==> config.mk <==
export PLATFORM = sky130hd
export DESIGN_NAME = vga_scan_gen
export DESIGN_NICKNAME = d
export VERILOG_FILES = /design/src/rtl/vga_scan_gen.sv
export SDC_FILE = /design/constraint.sdc
export NUM_CORES = 1
export LEC_CHECK = 0
export CAP_MARGIN = 10
export CORE_ASPECT_RATIO = 1.4
export CORE_MARGIN = 4
export CORE_UTILIZATION = 35
export CTS_BUF_LIST = sky130_fd_sc_hd__clkbuf_8
export DETAILED_ROUTE_END_ITERATION = 16
export PLACE_DENSITY = 0.67
export SLEW_MARGIN = 20
export SYNTH_ARGS = -nofsm -noshare
export SYNTH_HDL_FRONTEND = slang
export SYNTH_SLANG_ARGS = --single-unit
==> constraint.sdc <==
create_clock -name Clk -period 5.79 [get_ports Clk]
set_clock_uncertainty 0.15 [all_clocks]
set_input_delay 1.737 -clock Clk [delete_from_list [all_inputs] [get_ports Clk]]
set_output_delay 1.737 -clock Clk [all_outputs]
set_load 0.03 [all_outputs]
==> src/rtl/vga_scan_gen.sv <==
// VGA raster scan generator: pixel-clock divider, h/v counters, sync/blank strobes and colour gating.
// Optional macro VGA_RGB_REG_EN registers the colour path and delays hs/vs/blank by one pixel to match.
`timescale 1ns/1ps

module vga_scan_gen #(
    parameter int H_ACTIVE = 640,
    parameter int H_FP     = 16,
    parameter int H_SYNC   = 96,
    parameter int H_BP     = 48,
    parameter int V_ACTIVE = 480,
    parameter int V_FP     = 10,
    parameter int V_SYNC   = 2,
    parameter int V_BP     = 33,
    parameter int CLK_DIV  = 2
) (
    input  logic       Clk,
    input  logic       Reset,
    input  logic [7:0] Red_in,
    input  logic [7:0] Green_in,
    input  logic [7:0] Blue_in,
    output logic [9:0] DrawX,
    output logic [9:0] DrawY,
    output logic       hs,
    output logic       vs,
    output logic       blank,
    output logic       sync,
    output logic       pixel_clk,
    output logic       frame_start,
    output logic [7:0] VGA_R,
    output logic [7:0] VGA_G,
    output logic [7:0] VGA_B
);

    localparam int H_TOTAL = H_ACTIVE + H_FP + H_SYNC + H_BP;
    localparam int V_TOTAL = V_ACTIVE + V_FP + V_SYNC + V_BP;
    localparam int DIV_W   = $clog2(CLK_DIV);

    localparam logic [DIV_W-1:0] DIV_LAST = DIV_W'(CLK_DIV - 1);
    localparam logic [DIV_W-1:0] DIV_HALF = DIV_W'(CLK_DIV / 2);
    localparam logic [DIV_W-1:0] DIV_ONE  = DIV_W'(1);

    localparam logic [9:0] H_LAST   = 10'(H_TOTAL - 1);
    localparam logic [9:0] V_LAST   = 10'(V_TOTAL - 1);
    localparam logic [9:0] H_VIS    = 10'(H_ACTIVE);
    localparam logic [9:0] V_VIS    = 10'(V_ACTIVE);
    localparam logic [9:0] HS_START = 10'(H_ACTIVE + H_FP);
    localparam logic [9:0] HS_END   = 10'(H_ACTIVE + H_FP + H_SYNC);
    localparam logic [9:0] VS_START = 10'(V_ACTIVE + V_FP);
    localparam logic [9:0] VS_END   = 10'(V_ACTIVE + V_FP + V_SYNC);

    logic [DIV_W-1:0] div_q, div_d;
    logic [9:0]       hc_q, hc_d;
    logic [9:0]       vc_q, vc_d;
    logic             hs_q, hs_d;
    logic             vs_q, vs_d;
    logic             blank_q, blank_d;
    logic             pclk_q, pclk_d;
    logic             fs_q, fs_d;
    logic             pix_en;

    // Strobes are computed from the next counter values so they describe the pixel being presented.
    always_comb begin
        pix_en  = (div_q == DIV_LAST);
        div_d   = pix_en ? '0 : div_q + DIV_ONE;
        pclk_d  = (div_d >= DIV_HALF);
        hc_d    = hc_q;
        vc_d    = vc_q;
        hs_d    = hs_q;
        vs_d    = vs_q;
        blank_d = blank_q;
        if (pix_en) begin
            if (hc_q == H_LAST) begin
                hc_d = '0;
                vc_d = (vc_q == V_LAST) ? '0 : vc_q + 10'd1;
            end else begin
                hc_d = hc_q + 10'd1;
            end
            hs_d    = !((hc_d >= HS_START) && (hc_d < HS_END));
            vs_d    = !((vc_d >= VS_START) && (vc_d < VS_END));
            blank_d = (hc_d < H_VIS) && (vc_d < V_VIS);
        end
        fs_d = pix_en && (hc_d == '0) && (vc_d == '0);
    end

    always_ff @(posedge Clk or negedge Reset) begin
        if (!Reset) begin
            div_q   <= '0;
            hc_q    <= '0;
            vc_q    <= '0;
            hs_q    <= 1'b1;
            vs_q    <= 1'b1;
            blank_q <= 1'b0;
            pclk_q  <= 1'b0;
            fs_q    <= 1'b0;
        end else begin
            div_q   <= div_d;
            hc_q    <= hc_d;
            vc_q    <= vc_d;
            hs_q    <= hs_d;
            vs_q    <= vs_d;
            blank_q <= blank_d;
            pclk_q  <= pclk_d;
            fs_q    <= fs_d;
        end
    end

    assign DrawX       = hc_q;
    assign DrawY       = vc_q;
    assign pixel_clk   = pclk_q;
    assign frame_start = fs_q;
    assign sync        = 1'b0;

`ifdef VGA_RGB_REG_EN
    logic       hs_dly_q, hs_dly_d;
    logic       vs_dly_q, vs_dly_d;
    logic       blank_dly_q, blank_dly_d;
    logic [7:0] r_q, r_d;
    logic [7:0] g_q, g_d;
    logic [7:0] b_q, b_d;

    // Colour is captured at the end of its pixel, so the strobes ride one pixel behind with it.
    always_comb begin
        hs_dly_d    = hs_dly_q;
        vs_dly_d    = vs_dly_q;
        blank_dly_d = blank_dly_q;
        r_d         = r_q;
        g_d         = g_q;
        b_d         = b_q;
        if (pix_en) begin
            hs_dly_d    = hs_q;
            vs_dly_d    = vs_q;
            blank_dly_d = blank_q;
            r_d         = blank_q ? Red_in   : 8'h00;
            g_d         = blank_q ? Green_in : 8'h00;
            b_d         = blank_q ? Blue_in  : 8'h00;
        end
    end

    always_ff @(posedge Clk or negedge Reset) begin
        if (!Reset) begin
            hs_dly_q    <= 1'b1;
            vs_dly_q    <= 1'b1;
            blank_dly_q <= 1'b0;
            r_q         <= 8'h00;
            g_q         <= 8'h00;
            b_q         <= 8'h00;
        end else begin
            hs_dly_q    <= hs_dly_d;
            vs_dly_q    <= vs_dly_d;
            blank_dly_q <= blank_dly_d;
            r_q         <= r_d;
            g_q         <= g_d;
            b_q         <= b_d;
        end
    end

    assign hs    = hs_dly_q;
    assign vs    = vs_dly_q;
    assign blank = blank_dly_q;
    assign VGA_R = r_q;
    assign VGA_G = g_q;
    assign VGA_B = b_q;
`else
    assign hs    = hs_q;
    assign vs    = vs_q;
    assign blank = blank_q;
    assign VGA_R = blank_q ? Red_in   : 8'h00;
    assign VGA_G = blank_q ? Green_in : 8'h00;
    assign VGA_B = blank_q ? Blue_in  : 8'h00;
`endif

endmodule

Yosys cells after proc, flatten, opt, wreduce, memory -nomap -nowiden
Index checks and enable logic that the tools add are counted.
{"block": "totals", "ff_bits": 26}
{"block": "classes", "add_sub_neg": 3, "magnitude_cmp": 7, "eq_ne": 2, "n_mux": 11, "reduce_logical": 9}
{"op": "2-to-1 mux 10 bit", "n": 7}
{"op": "2-to-1 mux 8 bit", "n": 3}
{"op": "adder 10 x 1 -> 10 bit (second input constant)", "n": 2}
{"op": "equality test 10 bit (second input constant)", "n": 2}
{"op": "logical NOT 10 bit", "n": 2}
{"op": "< comparator 10 bit (second input constant)", "n": 2}
{"op": "< comparator 10 x 9 -> 1 bit (second input constant)", "n": 2}
{"op": "greater-or-equal comparator 10 bit (second input constant)", "n": 1}
{"op": "greater-or-equal comparator 10 x 9 -> 1 bit (second input constant)", "n": 1}
{"op": "logical AND 1 bit", "n": 5}
{"op": "logical NOT 1 bit", "n": 2}
{"op": "adder 1 bit (second input constant)", "n": 1}
{"op": "greater-or-equal comparator 1 bit (second input constant)", "n": 1}
{"op": "2-to-1 mux 1 bit", "n": 1}

Longest topological paths before layout
Gate-level depths: netlist of run 1.
{"block": "logic_depth", "ltp_word": 7, "mapped_depth": 8, "ltp_nobuf": 7}

Least setup slack after synthesis of run 1
OpenSTA, ideal clock, no wires.
{"block": "synth_timing", "path_type": "input to output", "startpoint": "input port Blue_in[0]", "endpoint": "output port VGA_B[0]", "arrival_ps": 2018, "required_time_ps": 3903, "slack_ps": 1885, "stages": 1, "path_buffers": 0, "cell_sequence": "and2_1"}
{"block": "synth_via", "elab_chain_len": 1}
{"element": "start: declaration", "line_no": "20", "rtl": "input logic [7:0] Blue_in,"}
{"element": "2-to-1 mux 8 bit", "line_no": "169", "rtl": "assign VGA_B = blank_q ? Blue_in : 8'h00;"}
{"element": "end: declaration", "line_no": "31", "rtl": "output logic [7:0] VGA_B"}
Every way passes these cells.

Worst setup path in the final report of run 1
{"block": "layout_timing", "startpoint": "input port Green_in[3]", "endpoint": "output port VGA_G[3]"}
{"block": "layout_via", "elab_chain_len": 1}
{"element": "start: declaration", "line_no": "19", "rtl": "input logic [7:0] Green_in,"}
{"element": "2-to-1 mux 8 bit", "line_no": "168", "rtl": "assign VGA_G = blank_q ? Green_in : 8'h00;"}
{"element": "end: declaration", "line_no": "30", "rtl": "output logic [7:0] VGA_G,"}
Every way passes these cells.

==> results of run 1 <==
[logic make-up (layout without fill, tap and decap cells)]
logic type / Yosys count / count (layout) / share of synthesized area, %
AND/OR/NAND/NOR: 123 / 123 / 37.1
AO/OA/AOI/OAI: 42 / 42 / 14.7
flip-flops: 25 / 25 / 32.0
buffers and inverters: 25 / 86 / 6.57
XOR/XNOR: 13 / 13 / 5.81
adder cells (fa/ha/maj): 3 / 3 / 1.91
multiplexers: 3 / 3 / 1.66
other: 1 / 1 / 0.191
[final cells by class]
type	count	area, um^2	area share (%)
Clock inverter	1	7.51	0.274
Sequential cell	25	628	22.9
Tap cell	68	85.1	3.11
Clock buffer	3	41.3	1.51
Multi-Input combinational cell	185	1200	43.9
Inverter	7	26.3	0.959
Timing Repair Buffer	75	748	27.3
[critical path: cells and delay by family]
kind          cells  cell delay (ns)
buf+inv           2             1.12
simple gates      1             0.12
[metal layers]
metal / part of all wire, % / global-route usage, % / routed length [um] / vias to the layer above
met4: 2.2 / 7.37 / 126 / 0
met2: 52 / 27.9 / 2970 / 60
met3: 4.7 / 2.07 / 270 / 11
li1: - / - / - / 971
met5: 0 / 0 / 0 / -
met1: 42 / 22.8 / 2400 / 926
[worst paths after layout]
kind | cells past startpoint | slack, ns | end | start
max | 3 | 0.92 | VGA_G[3] | Green_in[3]
min | 2 | 0.35 | hs | hs
max reg2reg | 6 | 2.48 | frame_start | div_q
min reg2reg | 2 | 0.35 | hs | hs
max in group asynchronous | 2 | 3.52 | hs | Reset
min in group asynchronous | 2 | 1.67 | DrawX[0] | Reset
[cell usage in the layout, fill, tap and decap left out, types with 2 or more instances in the layout]
cell	instances
nor3_1	6
nor2_1	11
nor3b_1	3
nor2b_1	2
xor2_1	6
a21oi_1	10
clkbuf_8	3
xnor2_1	7
o31ai_1	2
nor4_1	6
dfstp_2	2
or4_1	2
clkdlybuf4s50_1	74
a31oi_1	6
dfrtp_1	23
and3_1	2
o21ai_0	7
nand2_1	20
a211o_1	3
inv_1	6
and2_1	27
nand3_1	13
o211ai_1	2
mux2_2	2
or3_1	2
or2_2	3
nand4_1	10
ha_1	3
and4_1	4
[flip-flops by register name (all words and copies together) (netlist names)]
signal	count
vs	1
hs	1
div_q	1
blank	1
DrawY	10
DrawX	10
frame_start	1
[power by group through the flow]
stage               combinational (mW)  clock (mW)  sequential, mW
CTS                             0.0635       0.111           0.175
detailed placement              0.0631           0           0.178
global route                    0.0665       0.120           0.175
finish                          0.0625       0.107           0.175
global placement                0.0629           0           0.178
floorplan                       0.0259           0           0.178
==> impl_metrics.csv, run 1 <==
group,metric,value,unit
clock_tree,root_buffer,"clkbuf_8",
synthesis,synth-seq-cells,25,
final_layout,utilization,50.0,%
synthesis,syn-num-nets,264,
detailed_routing,routedWlPerCell,15.9,um
grt,overflow,0,
synthesis,synth.distinct_cells,59,
critical_path,path_class,"in2out",
synthesis,synth_top_area_share,29.4,%
place,dp_hpwl,4350,um
timing,worst_slew_pin_slew,0.654,ns
grt,grt_pass1_vias,1892,
detailed_routing,firstDrtPassIters,4,
final_layout,fillers,539,
pwr,seqPwrFrac,50.8,%
floorplan,core_area,0.00549,mm^2
timing,finalCritPeriodShare,84.1,%
final_layout,design_area,0.00274,mm^2
clock_tree,clk_latency,0.27,ns
floorplan,io_pins,76,
pwr,p_sw,87.1,uW
synthesis,netlist_instances,235,
critical_path,endpoint_kind,"output port",
place,pre_cts_ws,0.912,ns
clock_tree,clockBufferDepth,2,
pwr,cellPowerDensity,125,mW/mm^2
critical_path,crit_path_frequent_cell,"clkdlybuf4s50_1",
floorplan,die_x,71.3,um
detailed_routing,drtAntennaViolNets,0,
grt,antenna_found_initial,0,
pwr,irDropWorstVdd,0.0745,mV
timing,min_period,4.87,ns
timing,slew_violations,0,
synthesis,syn-cell-area,0.00196,mm^2
synthesis,yosysWarnings,0,
grt,grt_pass1_wl,9590,um
timing,rsz0062_at_grt,"false",
timing,setup_viol,0,
pwr,power,344,uW
place,routabilityCongestion,0.880,
timing,holdWs,0.351,ns
synthesis,synth_area_leader_cell,"dfrtp_1",
pwr,switching_share,25.3,%
place,dp.cells,360,
synthesis,yosys-top-cells-area,"dfrtp_1 (29%), and2_1 (8.6%), nand2_1 (3.8%)",
grt,grt_max_degree,27,
pwr,pwr-share-comb,18.2,%
final_layout,nets,326,
detailed_routing,num_vias,1968,
detailed_routing,via_per_inst,5.41,
synthesis,synth_edf_count,0,
final_layout,layout-drive-gt1-share,6.76,%
floorplan,row_count,32,
final_layout,area_growth,39.8,%
critical_path,crit_path_top_delay_cell,"clkdlybuf4s50_1",
clock_tree,htree_levels,1,
final_layout,final_cells,364,
place,dpl_cell_area,0.00269,mm^2
pwr,p_int,257,uW
detailed_routing,routed_wl,5770,um
critical_path,crit_chain,"clkdlybuf4s50_1 > and2_1 > clkdlybuf4s50_1",
clock_tree,cts_tree,"yes",
grt,grt_use_total,17.1,%
floorplan,die_area,0.00688,mm^2
floorplan,initial_core_util,35.7,%
critical_path,crit_required,3.90,ns
timing,fmax,205,MHz
clock_tree,holdBufCountCts,0,
run_status,outcome,"finished, final reports clean",
floorplan,die-height,96.6,um
detailed_routing,drc,0,
critical_path,cp_slowest_stage_delay,0.67,ns
place,io_buffers,74,
timing,postLayoutSetupSlackWorst,0.919,ns
clock_tree,cts_buffers,3,
detailed_routing,first_iter_violations,131,
final_layout,diodes,0,
timing,hold_viol,0,
clock_tree,cts_sinks,25,
clock_tree,post_cts_buffers,0,
synthesis,yosys-top-cells-count,"and2_1 (27), dfrtp_1 (23), nand2_1 (20)",
synthesis,synth_area_per_cell,8.34,um^2
clock_tree,clkTransAtPathRegs,0.09,ns
clock_tree,cts_resized,0,
timing,tns,0,ns
synthesis,async_reset_ff_share,100,%
critical_path,crit_path_max_fanout,1,
synthesis,ys_seq_area_share,32.0,%
hold_path,worst_hold_path_type,"reg2reg",
timing,slew_headroom,55.2,%
synthesis,synth.most_common_cell,"and2_1",
critical_path,arrival,2.98,ns
pwr,clkPwrFrac,31.0,%
pwr,p_leak,1.06,nW
critical_path,worstSetupStartpointType,"input pin",
synthesis,synth_ff_type,"dfrtp_1",
run,max_cap_viol_count,0,
No activity file was read; power rests on OpenSTA's default activity.
==> run 2: changes to the inputs <==
==> constraint.sdc (replaced) <==
create_clock -name Clk -period 4.7 [get_ports Clk]
set_clock_uncertainty 0.15 [all_clocks]
set_input_delay 1.41 -clock Clk [delete_from_list [all_inputs] [get_ports Clk]]
set_output_delay 1.41 -clock Clk [all_outputs]
set_load 0.03 [all_outputs]
==> run 2 against run 1 <==
Compared with the run above:
- register-to-register slack worse by 0.96 ns
- cell area up 0.32%
- utilization up 0.16 points
- global-route usage down 0.51 points
- largest power group unchanged
- clock power up 27%
- die area unchanged
==> impl_metrics.csv, run 2 (synthesis results as in run 1) <==
group,metric,value,unit
clock_tree,cts_resized,0,
clock_tree,cts_tree,"yes",
pwr,p_leak,1.07,nW
grt,grt_pass1_vias,1811,
clock_tree,clkTransAtPathRegs,0.09,ns
floorplan,row_count,32,
floorplan,die-height,96.6,um
run,max_cap_viol_count,0,
floorplan,die_x,71.3,um
detailed_routing,via_per_inst,5.40,
timing,slew_headroom,56.0,%
detailed_routing,drc,0,
run_status,outcome,"finished, final reports clean",
timing,rsz0062_at_grt,"false",
timing,finalCritPeriodShare,89.8,%
timing,tns,0,ns
clock_tree,root_buffer,"clkbuf_8",
clock_tree,cts_sinks,25,
detailed_routing,drtAntennaViolNets,0,
grt,grt_use_total,16.6,%
critical_path,path_class,"in2out",
critical_path,endpoint_kind,"output port",
timing,fmax,237,MHz
clock_tree,clockBufferDepth,2,
pwr,irDropWorstVdd,0.0832,mV
critical_path,crit_required,3.14,ns
clock_tree,htree_levels,1,
critical_path,crit_path_max_fanout,1,
hold_path,worst_hold_path_type,"reg2reg",
clock_tree,holdBufCountCts,0,
timing,slew_violations,0,
timing,worst_slew_pin_slew,0.643,ns
final_layout,nets,327,
detailed_routing,routed_wl,5730,um
timing,hold_viol,0,
place,routabilityCongestion,0.879,
final_layout,final_common_cell,"clkdlybuf4s50_1",
timing,postLayoutSetupSlackWorst,0.479,ns
clock_tree,post_cts_buffers,0,
floorplan,die_area,0.00688,mm^2
final_layout,layout_common_cells,"clkdlybuf4s50_1 (74), and2_1 (27), dfrtp_1 (23)",
critical_path,worstSetupStartpointType,"input pin",
place,pre_cts_ws,0.475,ns
place,dp_hpwl,4380,um
grt,grt_pass1_wl,9260,um
clock_tree,clk_latency,0.28,ns
timing,setup_viol,0,
detailed_routing,first_iter_violations,136,
grt,grt_max_degree,27,
place,io_buffers,74,
grt,antenna_found_initial,0,
floorplan,core_area,0.00549,mm^2
timing,min_period,4.22,ns
detailed_routing,routedWlPerCell,15.7,um
detailed_routing,num_vias,1970,
place,dpl_cell_area,0.00270,mm^2
final_layout,utilization,50.1,%
final_layout,diodes,0,
pwr,cellPowerDensity,156,mW/mm^2
pwr,power,428,uW
critical_path,arrival,2.66,ns
final_layout,layout-drive-gt1-share,7.07,%
floorplan,initial_core_util,35.7,%
floorplan,io_pins,76,
final_layout,design_area,0.00275,mm^2
detailed_routing,firstDrtPassIters,4,
clock_tree,cts_buffers,3,
final_layout,area_growth,40.2,%
grt,overflow,0,
==> run 2: final cells by class <==
cell class / instances / area (um^2)
Fill cell: 532 / 2740
Tap cell: 68 / 85.1
Sequential cell: 25 / 628
Inverter: 7 / 26.3
Timing Repair Buffer: 76 / 756
Clock buffer: 3 / 41.3
Clock inverter: 1 / 8.76
Multi-Input combinational cell: 185 / 1200
==> run 2: worst paths after layout <==
check                      startpoint           to  slack [ns]  cells after the start
min                                hs           hs        0.35                      2
max                         Red_in[0]     VGA_R[0]        0.48                      3
max in group asynchronous       Reset           hs        2.74                      2
min in group asynchronous       Reset     DrawY[3]        1.33                      2
min reg2reg                        hs           hs        0.35                      2
max reg2reg                  DrawX[0]  frame_start        1.52                      7
==> run 2: per-stage QoR <==
stage                     hold slack (ns)  instances
after floorplan                     0.393        235
after global placement              0.332        361
after detailed placement            0.340        361
after CTS                           0.355        365
after global routing                0.399        365
final                               0.350        365
==> run 2: report_power, final <==
part	internal (mW)	switching [mW]
registers	0.215	0
logic	0.0410	0.0363
clock network	0.0621	0.0736
==> run 2: critical path: stages <==
cell and delay [ns]:
clkdlybuf4s50_1 0.46, and2_1 0.12, clkdlybuf4s50_1 0.67
==> run 2: per-layer routing <==
| metal | wire length [um] | track usage, % |
|---|---|---|
| met1 | 2440 | 22.7 |
| met2 | 2900 | 27.5 |
| met3 | 284 | 1.35 |
| met4 | 100 | 5.80 |
| met5 | 0 | 0 |
